[config.mk]
export PLATFORM = sky130hd
export DESIGN_NAME = fast_moment_engine
export DESIGN_NICKNAME = d
export VERILOG_FILES = /design/src/rtl/orb_pkg.sv /design/src/rtl/fast_moment_lane.sv /design/src/rtl/fast_moment_engine.sv
export SDC_FILE = /design/constraint.sdc
export NUM_CORES = 1
export LEC_CHECK = 0
export CAP_MARGIN = 20
export CELL_PAD_IN_SITES_DETAIL_PLACEMENT = 1
export CELL_PAD_IN_SITES_GLOBAL_PLACEMENT = 1
export CORE_ASPECT_RATIO = 1.1
export CORE_MARGIN = 1
export CORE_UTILIZATION = 35
export CTS_BUF_LIST = sky130_fd_sc_hd__clkbuf_2
export CTS_CLUSTER_DIAMETER = 150
export DETAILED_ROUTE_END_ITERATION = 8
export HOLD_SLACK_MARGIN = 0.03
export PLACE_DENSITY_LB_ADDON = 0.1
export SETUP_SLACK_MARGIN = 0.1
export SKIP_LAST_GASP = 1
export SYNTH_ARGS = -nofsm -noshare
export SYNTH_HDL_FRONTEND = slang
export SYNTH_SLANG_ARGS = --single-unit
[constraint.sdc]
create_clock -name clk -period 16.4 [get_ports clk]
set_input_delay 1.64 -clock clk [delete_from_list [all_inputs] [get_ports clk]]
set_output_delay 1.64 -clock clk [all_outputs]
set_load 0.01 [all_outputs]
[src/rtl/orb_pkg.sv]
// Shared definitions for the ORB intensity-centroid moment path.
// Holds the FSM state encoding, the accumulator/coordinate width helpers and
// the circular-patch row-width table (umax) used when the macro
// FAST_MOMENT_CIRC_MASK_EN is defined.
package orb_pkg;

    // FSM state type and encodings
    typedef logic [1:0] fsm_state_t;
    localparam fsm_state_t ST_IDLE = 2'd0;
    localparam fsm_state_t ST_SCAN = 2'd1;
    localparam fsm_state_t ST_HOLD = 2'd2;

    // Signed moment accumulator width: pixel * |coord| * pixel count, plus sign
    function automatic int acc_width(input int pix_w, input int r);
        return pix_w + $clog2(r + 1) + $clog2((2 * r + 1) * (2 * r + 1)) + 1;
    endfunction

    // Signed width able to hold -R..R
    function automatic int coord_width(input int r);
        return $clog2(r + 1) + 1;
    endfunction

    // Reference row half-widths for the standard ORB radius of 15
    function automatic int umax_r15(input int v);
        case (v)
            0, 1, 2, 3: return 15;
            4, 5, 6:    return 14;
            7, 8:       return 13;
            9:          return 12;
            10:         return 11;
            11:         return 10;
            12:         return 9;
            13:         return 8;
            14:         return 6;
            15:         return 3;
            default:    return 0;
        endcase
    endfunction

    // Integer round(sqrt(n)): largest k with (2k-1)^2 <= 4n
    function automatic int round_sqrt(input int n);
        int k;
        k = 0;
        while ((2 * (k + 1) - 1) * (2 * (k + 1) - 1) <= 4 * n)
            k = k + 1;
        return k;
    endfunction

    // Generic ORB umax construction: direct rows up to vmax, then the
    // symmetric fill from the top so the octants match exactly.
    function automatic int umax_gen(input int r, input int v);
        int u [0:255];
        int vmax;
        int vmin;
        int v0;
        for (int i = 0; i < 256; i++)
            u[i] = 0;
        vmax = 0;
        while (2 * (vmax + 1) * (vmax + 1) <= r * r)
            vmax = vmax + 1;
        vmax = vmax + 1;
        vmin = 0;
        while (2 * vmin * vmin < r * r)
            vmin = vmin + 1;
        for (int i = 0; i <= vmax; i++)
            u[i] = round_sqrt(r * r - i * i);
        v0 = 0;
        for (int i = r; i >= vmin; i--) begin
            while (u[v0] == u[v0 + 1])
                v0 = v0 + 1;
            u[i] = v0;
            v0 = v0 + 1;
        end
        return u[v];
    endfunction

    // Table lookup for the reference radius, generator otherwise
    function automatic int umax_of(input int r, input int v);
        if (r == 15)
            return umax_r15(v);
        return umax_gen(r, v);
    endfunction

endpackage

[src/rtl/fast_moment_lane.sv]
// One lane of the moment engine: mask test, x*I / y*I multiply and the two
// signed accumulators. With FAST_MOMENT_CIRC_MASK_EN defined only pixels
// inside the ORB circular patch contribute; otherwise the full square does.
module fast_moment_lane
    import orb_pkg::*;
#(
    parameter int PIX_W = 8,
    parameter int R     = 15,
    parameter int ACC_W = 23,
    parameter int CW    = 5
) (
    input  logic                    clk,
    input  logic                    rst,
    input  logic                    clr,
    input  logic                    en,
    input  logic signed [CW-1:0]    x,
    input  logic signed [CW-1:0]    y,
    input  logic [PIX_W-1:0]        pix,
    output logic signed [ACC_W-1:0] m10,
    output logic signed [ACC_W-1:0] m01
);

    localparam int PW = CW + PIX_W + 1;

    logic signed [PIX_W:0]     pix_s;
    logic signed [PW-1:0]      prod10;
    logic signed [PW-1:0]      prod01;
    logic                      in_mask;
    logic signed [ACC_W-1:0]   acc10_reg;
    logic signed [ACC_W-1:0]   acc01_reg;
    logic signed [ACC_W-1:0]   acc10_next;
    logic signed [ACC_W-1:0]   acc01_next;

    // Pixels are unsigned; a zero top bit makes them safe signed operands
    assign pix_s  = {1'b0, pix};
    assign prod10 = PW'(x) * PW'(pix_s);
    assign prod01 = PW'(y) * PW'(pix_s);

`ifdef FAST_MOMENT_CIRC_MASK_EN
    logic signed [CW-1:0] neg_x;
    logic signed [CW-1:0] neg_y;
    logic [CW-2:0]        abs_x;
    logic [CW-2:0]        abs_y;
    logic [CW-2:0]        umax_tab [0:R];

    // Constant row half-width table, one entry per |y|
    for (genvar gi = 0; gi <= R; gi++) begin : g_umax
        assign umax_tab[gi] = (CW-1)'(umax_of(R, gi));
    end

    assign neg_x   = -x;
    assign neg_y   = -y;
    assign abs_x   = x[CW-1] ? neg_x[CW-2:0] : x[CW-2:0];
    assign abs_y   = y[CW-1] ? neg_y[CW-2:0] : y[CW-2:0];
    assign in_mask = (abs_x <= umax_tab[abs_y]);
`else
    assign in_mask = 1'b1;
`endif

    // Accumulate only accepted, in-mask beats
    always_comb begin
        acc10_next = acc10_reg;
        acc01_next = acc01_reg;
        if (en && in_mask) begin
            acc10_next = acc10_reg + ACC_W'(prod10);
            acc01_next = acc01_reg + ACC_W'(prod01);
        end
    end

    // Accumulator registers, cleared on reset and at the start of each patch
    always_ff @(posedge clk) begin
        if (rst || clr) begin
            acc10_reg <= '0;
            acc01_reg <= '0;
        end else begin
            acc10_reg <= acc10_next;
            acc01_reg <= acc01_next;
        end
    end

    assign m10 = acc10_reg;
    assign m01 = acc01_reg;

endmodule

[src/rtl/fast_moment_engine.sv]
// Intensity-centroid moment engine: scans a (2R+1)^2 patch per keypoint on
// CH lockstep lanes and emits signed m10/m01 plus the captured coordinates.
// Optional macro FAST_MOMENT_CIRC_MASK_EN restricts sums to the ORB circle.
module fast_moment_engine
    import orb_pkg::*;
#(
    parameter int  CH    = 2,
    parameter int  PIX_W = 8,
    parameter int  R     = 15,
    parameter int  XY_W  = 20,
    parameter int  NUM_W = 14,
    localparam int ACC_W = acc_width(PIX_W, R)
) (
    input  logic                  clk,
    input  logic                  rst,
    input  logic                  start,
    input  logic [CH*XY_W-1:0]    kp_xy,
    output logic                  busy,
    input  logic                  pix_valid,
    output logic                  pix_ready,
    input  logic [CH*PIX_W-1:0]   pix_data,
    output logic                  out_valid,
    input  logic                  out_ready,
    output logic [CH*XY_W-1:0]    out_xy,
    output logic [CH*ACC_W-1:0]   m10,
    output logic [CH*ACC_W-1:0]   m01,
    output logic [NUM_W-1:0]      num_kp
);

    localparam int CW = coord_width(R);
    localparam logic signed [CW-1:0] C_MIN = CW'(-R);
    localparam logic signed [CW-1:0] C_MAX = CW'(R);
    localparam logic signed [CW-1:0] C_ONE = CW'(1);

    fsm_state_t            state_reg;
    fsm_state_t            state_next;
    logic signed [CW-1:0]  x_reg;
    logic signed [CW-1:0]  y_reg;
    logic [CH*XY_W-1:0]    xy_reg;
    logic [NUM_W-1:0]      num_reg;
    logic                  accept_start;
    logic                  beat;
    logic                  last_beat;
    logic                  handshake;

    assign accept_start = (state_reg == ST_IDLE) && start;
    assign beat         = (state_reg == ST_SCAN) && pix_valid;
    assign last_beat    = beat && (x_reg == C_MAX) && (y_reg == C_MAX);
    assign handshake    = (state_reg == ST_HOLD) && out_ready;

    // Next-state logic for the IDLE -> SCAN -> HOLD cycle
    always_comb begin
        state_next = state_reg;
        case (state_reg)
            ST_IDLE: if (start)     state_next = ST_SCAN;
            ST_SCAN: if (last_beat) state_next = ST_HOLD;
            ST_HOLD: if (out_ready) state_next = ST_IDLE;
            default:                state_next = ST_IDLE;
        endcase
    end

    // State register
    always_ff @(posedge clk) begin
        if (rst)
            state_reg <= ST_IDLE;
        else
            state_reg <= state_next;
    end

    // Raster position: x inner, y outer, both starting at -R
    always_ff @(posedge clk) begin
        if (rst) begin
            x_reg <= '0;
            y_reg <= '0;
        end else if (accept_start) begin
            x_reg <= C_MIN;
            y_reg <= C_MIN;
        end else if (beat) begin
            if (x_reg == C_MAX) begin
                x_reg <= C_MIN;
                y_reg <= y_reg + C_ONE;
            end else begin
                x_reg <= x_reg + C_ONE;
            end
        end
    end

    // Keypoint coordinates are latched only when a start is taken
    always_ff @(posedge clk) begin
        if (rst)
            xy_reg <= '0;
        else if (accept_start)
            xy_reg <= kp_xy;
    end

    // Completed-keypoint counter, sticks at all-ones
    always_ff @(posedge clk) begin
        if (rst)
            num_reg <= '0;
        else if (handshake && (num_reg != {NUM_W{1'b1}}))
            num_reg <= num_reg + 1'b1;
    end

    for (genvar gi = 0; gi < CH; gi++) begin : g_lane
        fast_moment_lane #(
            .PIX_W (PIX_W),
            .R     (R),
            .ACC_W (ACC_W),
            .CW    (CW)
        ) u_lane (
            .clk (clk),
            .rst (rst),
            .clr (accept_start),
            .en  (beat),
            .x   (x_reg),
            .y   (y_reg),
            .pix (pix_data[gi*PIX_W +: PIX_W]),
            .m10 (m10[gi*ACC_W +: ACC_W]),
            .m01 (m01[gi*ACC_W +: ACC_W])
        );
    end

    assign busy      = (state_reg != ST_IDLE);
    assign pix_ready = (state_reg == ST_SCAN);
    assign out_valid = (state_reg == ST_HOLD);
    assign out_xy    = xy_reg;
    assign num_kp    = num_reg;

endmodule
==> flow_summary.toml, run 1 <==
[critical_path]
path_delay_family = "adder cells"
cp-start-kind = "input pin"
critical_path.cell_chain = "clkdlybuf4s50_1 -> nand2b_1 -> fa_1 -> fa_1 -> inv_1 -> fa_1 -> inv_1 -> fa_1 -> inv_1 -> ha_1 -> a211o_1 -> a211o_1 -> a41oi_2 -> o21bai_1 -> a21oi_1 -> xor2_1 -> o21ai_1"
cp_data_required_time_ns = 17.32
timing.critical_path.fanout_max = 10
cp_max_delay_cell = "clkdlybuf4s50_1"
startpoint_to_endpoint_class_of_the_critical_path = "in2reg"
worst-path-buf-inv = 4
critical_path_arrival_ns = 6.76
critPathMaxStageDelay_ns = 0.60
critPathMostFrequentCell = "fa_1"
cp-end-kind = "flip-flop"

[global_route]
grt_first_pass_wirelength_um = 76620
grt_start_max_net_pins = 66
number_of_global_route_vias_before_repair = 14560
grt_overflow = 0
grt_use_total_pct = 21.21
antenna_found_initial = 2

[synthesis]
synth-edff-count = 0
synthesis.area_per_instance_um2 = 8.585
sequential_cell_area_fraction_in_the_yosys_report_pct = 20.04
ys_async_sr_fraction_pct = 0
yosys_register_bits = 158
syn_area_um2 = 15780
synth-warning-count = 0
synth.net_count = 2296
netlist_instances = 1838
synth_ff_type = "dfxtp_1"
yosys.cell_types.count = 71

[layout]
final_cell_mix = "ha_1 (277), nand2_1 (261), clkdlybuf4s50_1 (208)"
layout_area_growth_over_synthesis_pct = 18.19
design.final.nets = 2462
layout.cells.non_filler = 2600
post_route_cells_drive_above_1_share_pct = 3.223
layout_commonest_cell = "ha_1"
final_core_utilization_pct = 41.92

[sta]
setup_viol = 0
rsz_0062_raised_after_global_routing = "false"
worst-slew-pin-transition_ns = 0.8131
finalHoldViolCount = 0
fin_worst_skew_ns = 0.05196
timing.final.crit_share_pct = 35.64
fmax_mhz = 171.1
final.setup.tns_ns = 0
timing.final.crit_period_ns = 5.845
relSlewSlack_pct = 45.79
slew_violations = 0

[floorplanning]
boundary_pin_count = 210
die_height_um = 224.7
placement_rows = 81
die_w_um = 204.5
dieArea_um2 = 45940
placeableCoreArea_um2 = 44490
floorplan.initialDensity_pct = 35.47

[hold_path]
tightest_hold_check_type = "reg2reg"

[clock_network]
clock_edge_transition_at_the_registers_on_the_reported_setup_and_hold_paths_ns = 0.29
numClockSinks = 158
cts_post_setup_buffers_inserted = 0
cts_inserted_buffers = 17
ctsHoldBuffers = 0
cts_h_tree_lvls = 4
tritoncts_clock_tree = "done"
worst_skew_pair.late_latency_ns = 0.99
post_cts_resized = 0
cts.path.max_buffers = 2
clockRootBuffer = "clkbuf_2"

[detailed_routing]
wire_per_inst_um = 17.80
detail_route.wirelength_um = 46280
ant_nets = 0
remaining_drc_errors = 0
vias_per_cell = 5.187
routed-via-count = 13490
detailedRoute.firstPassIterationCount = 4
drt_first_iter_violations = 449

[job]
maxCapViolations = 0

[place]
gp_routability_congestion = 0.8182
post-place-cells = 2566
place_hpwl_um = 35000
count_of_buffers_inserted_at_the_top_level_ports = 209

[power]
powerDensity_nw_per_um2 = 48.61
maximum_vdd_drop_mv = 0.04657
leakage_nw = 8.808

[run_status]
outcome = "finished clean"
[cells by family after synthesis]
family,count (synthesis),share of synthesized area [%]
compound gates,373,14.69
xor+xnor,83,4.607
fa+ha+maj,397,37.19
buf+inv,225,5.463
flops,158,20.04
mux,4,0.2537
simple gates,598,17.75
[layout make-up]
cell class | count | area, um2
Antenna cell | 2 | 5.005
Clock buffer | 18 | 90.09
Clock inverter | 14 | 145.1
Fill cell | 5183 | 25840
Inverter | 149 | 559.3
Multi-Input combinational cell | 1455 | 11770
Sequential cell | 158 | 3163
Tap cell | 581 | 726.9
Timing Repair Buffer | 223 | 2192
[worst paths after layout]
kind	start	endpoint	slack [ns]	cells past startpoint
min reg2reg	out_xy[27]$_SDFFE_PP0P_	out_xy[27]$_SDFFE_PP0P_	0.48	2
max reg2reg	x_reg[0]$_SDFFE_PP0P_	g_lane[1].u_lane.m10[18]$_SDFFE_PP0P_	11.12	16
min	out_xy[27]$_SDFFE_PP0P_	out_xy[27]$_SDFFE_PP0P_	0.48	2
max	pix_data[8]	g_lane[1].u_lane.m10[18]$_SDFFE_PP0P_	10.55	17
[layer usage]
metal | up-vias | track usage, % | part of all wire [%]
li1 | 6565 | - | -
met5 | - | 0 | 0
met2 | 180 | 35.42 | 48
met3 | 33 | 5.361 | 4.5
met4 | 0 | 6.355 | 1.5
met1 | 6707 | 26.71 | 46
[Yosys cell counts (3+ instances only)]
| cell | instances | share of area (%) |
|---|---|---|
| ha_1 | 277 | 22 |
| nand2_1 | 262 | 6.2 |
| dfxtp_1 | 158 | 20 |
| a21oi_1 | 153 | 4.9 |
| inv_1 | 149 | 3.5 |
| fa_1 | 120 | 15 |
| and2_1 | 114 | 4.5 |
| nor2_1 | 107 | 2.5 |
| clkbuf_1 | 63 | 1.5 |
| o21ai_0 | 57 | 1.8 |
| xnor2_1 | 51 | 2.8 |
| xor2_1 | 32 | 1.8 |
| o21ai_1 | 28 | 0.89 |
| nand3_1 | 24 | 0.76 |
| a21o_1 | 23 | 1.1 |
| a211oi_1 | 18 | 0.86 |
| nand2b_1 | 18 | 0.71 |
| nor3_1 | 17 | 0.54 |
| and3_1 | 11 | 0.44 |
| a31oi_1 | 10 | 0.40 |
| nand4_1 | 10 | 0.40 |
| nor2b_1 | 10 | 0.40 |
| a211o_1 | 9 | 0.50 |
| o211ai_1 | 9 | 0.43 |
| buf_2 | 8 | 0.25 |
| o21bai_1 | 8 | 0.38 |
| or3_1 | 7 | 0.28 |
| o21a_1 | 6 | 0.29 |
| and4_1 | 5 | 0.28 |
| a211oi_2 | 4 | 0.32 |
| a22o_1 | 4 | 0.22 |
| a311o_1 | 4 | 0.25 |
| buf_1 | 4 | 0.095 |
| mux2i_1 | 4 | 0.25 |
| o31ai_1 | 4 | 0.19 |
| nor3b_1 | 3 | 0.14 |
[worst min-delay path, cell delays in order (launching register included)]
cell	delay (ns)
dfxtp_1	0.38
nand2_1	0.05
a21oi_1	0.05
[per-stage QoR]
| step | worst slack (ns) | power [mW] | hold slack (ns) | area, um2 |
|---|---|---|---|---|
| 3_5_place_dp | 9.503 | 0.6811 | 0.4483 | 18410 |
| 3_3_place_gp | 9.549 | 0.6743 | 0.4418 | 18410 |
| 2_1_floorplan | 10.43 | 0.5834 | 0.4805 | 15780 |
| 5_1_grt | 10.47 | 0.9788 | 0.4868 | 18650 |
| 4_1_cts | 10.78 | 0.9358 | 0.4745 | 18650 |
| 6_report | 10.55 | 0.9066 | 0.4754 | 18650 |
[power breakdown]
part / internal, mW / total [mW] / switching [mW]
Combinational: 0.111 / 0.264 / 0.153
Sequential: 0.397 / 0.408 / 0.0105
Clock: 0.0501 / 0.235 / 0.185
Total: 0.558 / 0.907 / 0.349
Power figures use the tool's default switching activity.
==> run 2: changes to the inputs <==
- clock period: 16.4 -> 5.4 ns (I/O delays scaled with it)
==> flow_summary.toml, run 2 (same netlist as run 1, synthesis figures left out) <==
[sta]
fmax_mhz = 201.9
relSlewSlack_pct = 43.28
slew_violations = 0
finalHoldViolCount = 0
timing.final.crit_share_pct = 91.74
worst-slew-pin-transition_ns = 0.8509
post-route-worst-setup-slack_ns = 0.4459
timing.final.crit_period_ns = 4.954
rsz_0062_raised_after_global_routing = "false"
setup_viol = 0
fin_worst_skew_ns = 0.06549

[detailed_routing]
remaining_drc_errors = 0
wire_per_inst_um = 17.62
detail_route.wirelength_um = 47590
drt_first_iter_violations = 555
vias_per_cell = 5.095
detailedRoute.firstPassIterationCount = 5
routed-via-count = 13760
ant_nets = 0

[layout]
multi_input_comb_area_um2 = 11770
seqCellArea_um2 = 3166
layout_commonest_cell = "ha_1"
final_cell_mix = "ha_1 (277), nand2_1 (261), clkdlybuf4s50_1 (208)"
fillers = 5263
design.final.nets = 2560
final_cell_area_um2 = 19520
layout_area_growth_over_synthesis_pct = 23.68
post_route_cells_drive_above_1_share_pct = 5.768

[critical_path]
path_delay_family = "adder cells"
cp_data_required_time_ns = 6.39
cp-end-kind = "flip-flop"
worst-path-buf-inv = 4
critical_path_arrival_ns = 5.95
cp_max_delay_cell = "dfxtp_1"
startpoint_to_endpoint_class_of_the_critical_path = "reg2reg"
critPathMaxStageDelay_ns = 0.59
cp-start-kind = "flip-flop"
critical_path.cell_chain = "inv_1 -> buf_4 -> nor2_1 -> fa_1 -> fa_1 -> inv_1 -> fa_1 -> inv_1 -> ha_1 -> ha_1 -> nand3_1 -> nor2_1 -> o21ai_1 -> o31ai_1 -> a32oi_1 -> xor2_1 -> o21ai_1"
timing.critical_path.fanout_max = 8

[floorplanning]
dieArea_um2 = 45940
placeableCoreArea_um2 = 44490
die_height_um = 224.7
die_w_um = 204.5
floorplan.initialDensity_pct = 35.47
placement_rows = 81
boundary_pin_count = 210

[power]
p_switching_mw = 1.106
maximum_vdd_drop_mv = 0.1508
p_seq_share_pct = 43.4
design_power_total_mw = 2.855
intPower_mw = 1.749
share_comb_of_total_power_pct = 30.1
leakage_nw = 9.269
power.share.clock_pct = 26.5
powerDensity_nw_per_um2 = 146.3
power_switching_share_pct = 38.74

[global_route]
grt_overflow = 0
antenna_found_initial = 3
number_of_global_route_vias_before_repair = 14850
grt_start_max_net_pins = 65
grt_first_pass_wirelength_um = 77370
grt_use_total_pct = 21.63

[clock_network]
tritoncts_clock_tree = "done"
cts_h_tree_lvls = 4
worst_skew_pair.late_latency_ns = 1.09
clock_edge_transition_at_the_registers_on_the_reported_setup_and_hold_paths_ns = 0.29
clockRootBuffer = "clkbuf_2"
cts.path.max_buffers = 2
numClockSinks = 158
cts_inserted_buffers = 17

[place]
detailed_place.area_um2 = 18820
count_of_buffers_inserted_at_the_top_level_ports = 209
pre_cts_ws_ns = -0.05353
gp_routability_congestion = 0.8224
place_hpwl_um = 36850

[job]
maxCapViolations = 0

[hold_path]
tightest_hold_check_type = "in2reg"

[run_status]
outcome = "finished clean"
## run 2: cell count changes in the layout (fill, tap and decap cells not counted), sizes merged
cell         previous run  this run
inv                   157       159
diode                   2         5
clkinv                  5         4
clkbuf                 18        17
buf                    15        70
dlygate4sd3             0        43
## run 2: timing repair
item	in CTS	in global routing
setup endpoints to repair	0	1
hold endpoints to repair	68	0
gates resized for setup	0	1
hold buffers	43	0
buffers inserted	0	0
## run 2: final cells by class
class / instances / area share, %
multi-input combinational: 1455 / 60.30
antenna: 5 / 0.06411
sequential: 158 / 16.22
tap: 581 / 3.725
timing repair buffer: 321 / 15.55
inverter: 149 / 2.866
clock buffer: 17 / 0.4359
clock inverter: 15 / 0.8398
## run 2: power by group through the flow
| stage | Clock (mW) | Sequential, mW | Combinational [mW] |
|---|---|---|---|
| floorplan | 0 | 1.27 | 0.502 |
| global placement | 0 | 1.26 | 0.822 |
| detailed placement | 0 | 1.26 | 0.838 |
| CTS | 0.813 | 1.24 | 0.873 |
| global route | 0.851 | 1.25 | 0.970 |
| finish | 0.757 | 1.24 | 0.858 |
## run 2: path summary, 6_finish.rpt
path                                         startpoint                                     to  slack [ns]  cells past startpoint
worst max-delay path              y_reg[4]$_SDFFE_PP0P_  g_lane[1].u_lane.m01[18]$_SDFFE_PP0P_        0.45                     17
worst min-delay path                                rst  g_lane[0].u_lane.m10[11]$_SDFFE_PP0P_        0.39                      5
worst max register to register    y_reg[4]$_SDFFE_PP0P_  g_lane[1].u_lane.m01[18]$_SDFFE_PP0P_        0.45                     17
worst min register to register  out_xy[30]$_SDFFE_PP0P_                out_xy[30]$_SDFFE_PP0P_        0.47                      2
## run 2: through the flow
step | hold slack [ns] | std cells | util, % | TNS, ns
floorplan | 0.4805 | 1838 | - | 0
global placement | 0.4419 | 2621 | 42.31 | -0.02765
finish | 0.3946 | 2701 | 43.87 | 0
CTS | 0.2215 | 2696 | 43.84 | 0
detailed placement | 0.4490 | 2621 | 42.31 | -0.1928
global route | 0.2382 | 2701 | 43.87 | 0
## run 2: per-layer routing
| metal | track usage (%) | up-vias | part of all wire [%] |
|---|---|---|---|
| li1 | - | 6762 | - |
| met1 | 26.85 | 6741 | 45 |
| met2 | 36.65 | 210 | 48 |
| met3 | 5.795 | 46 | 4.4 |
| met4 | 5.753 | 2 | 1.6 |
| met5 | 0 | - | 0.027 |
## run 2: tightest hold or removal path, cell delays in order
cell and delay [ns]:
dlygate4sd3_1 0.54, buf_2 0.14, nor2_4 0.08, nand3_1 0.09, o21ai_0 0.07
==> run 3: changes to the inputs <==
- CTS_CLUSTER_SIZE: not set -> 30
==> results of run 3 <==
No change in the layout: final DEF, timing and power equal those of run 2.
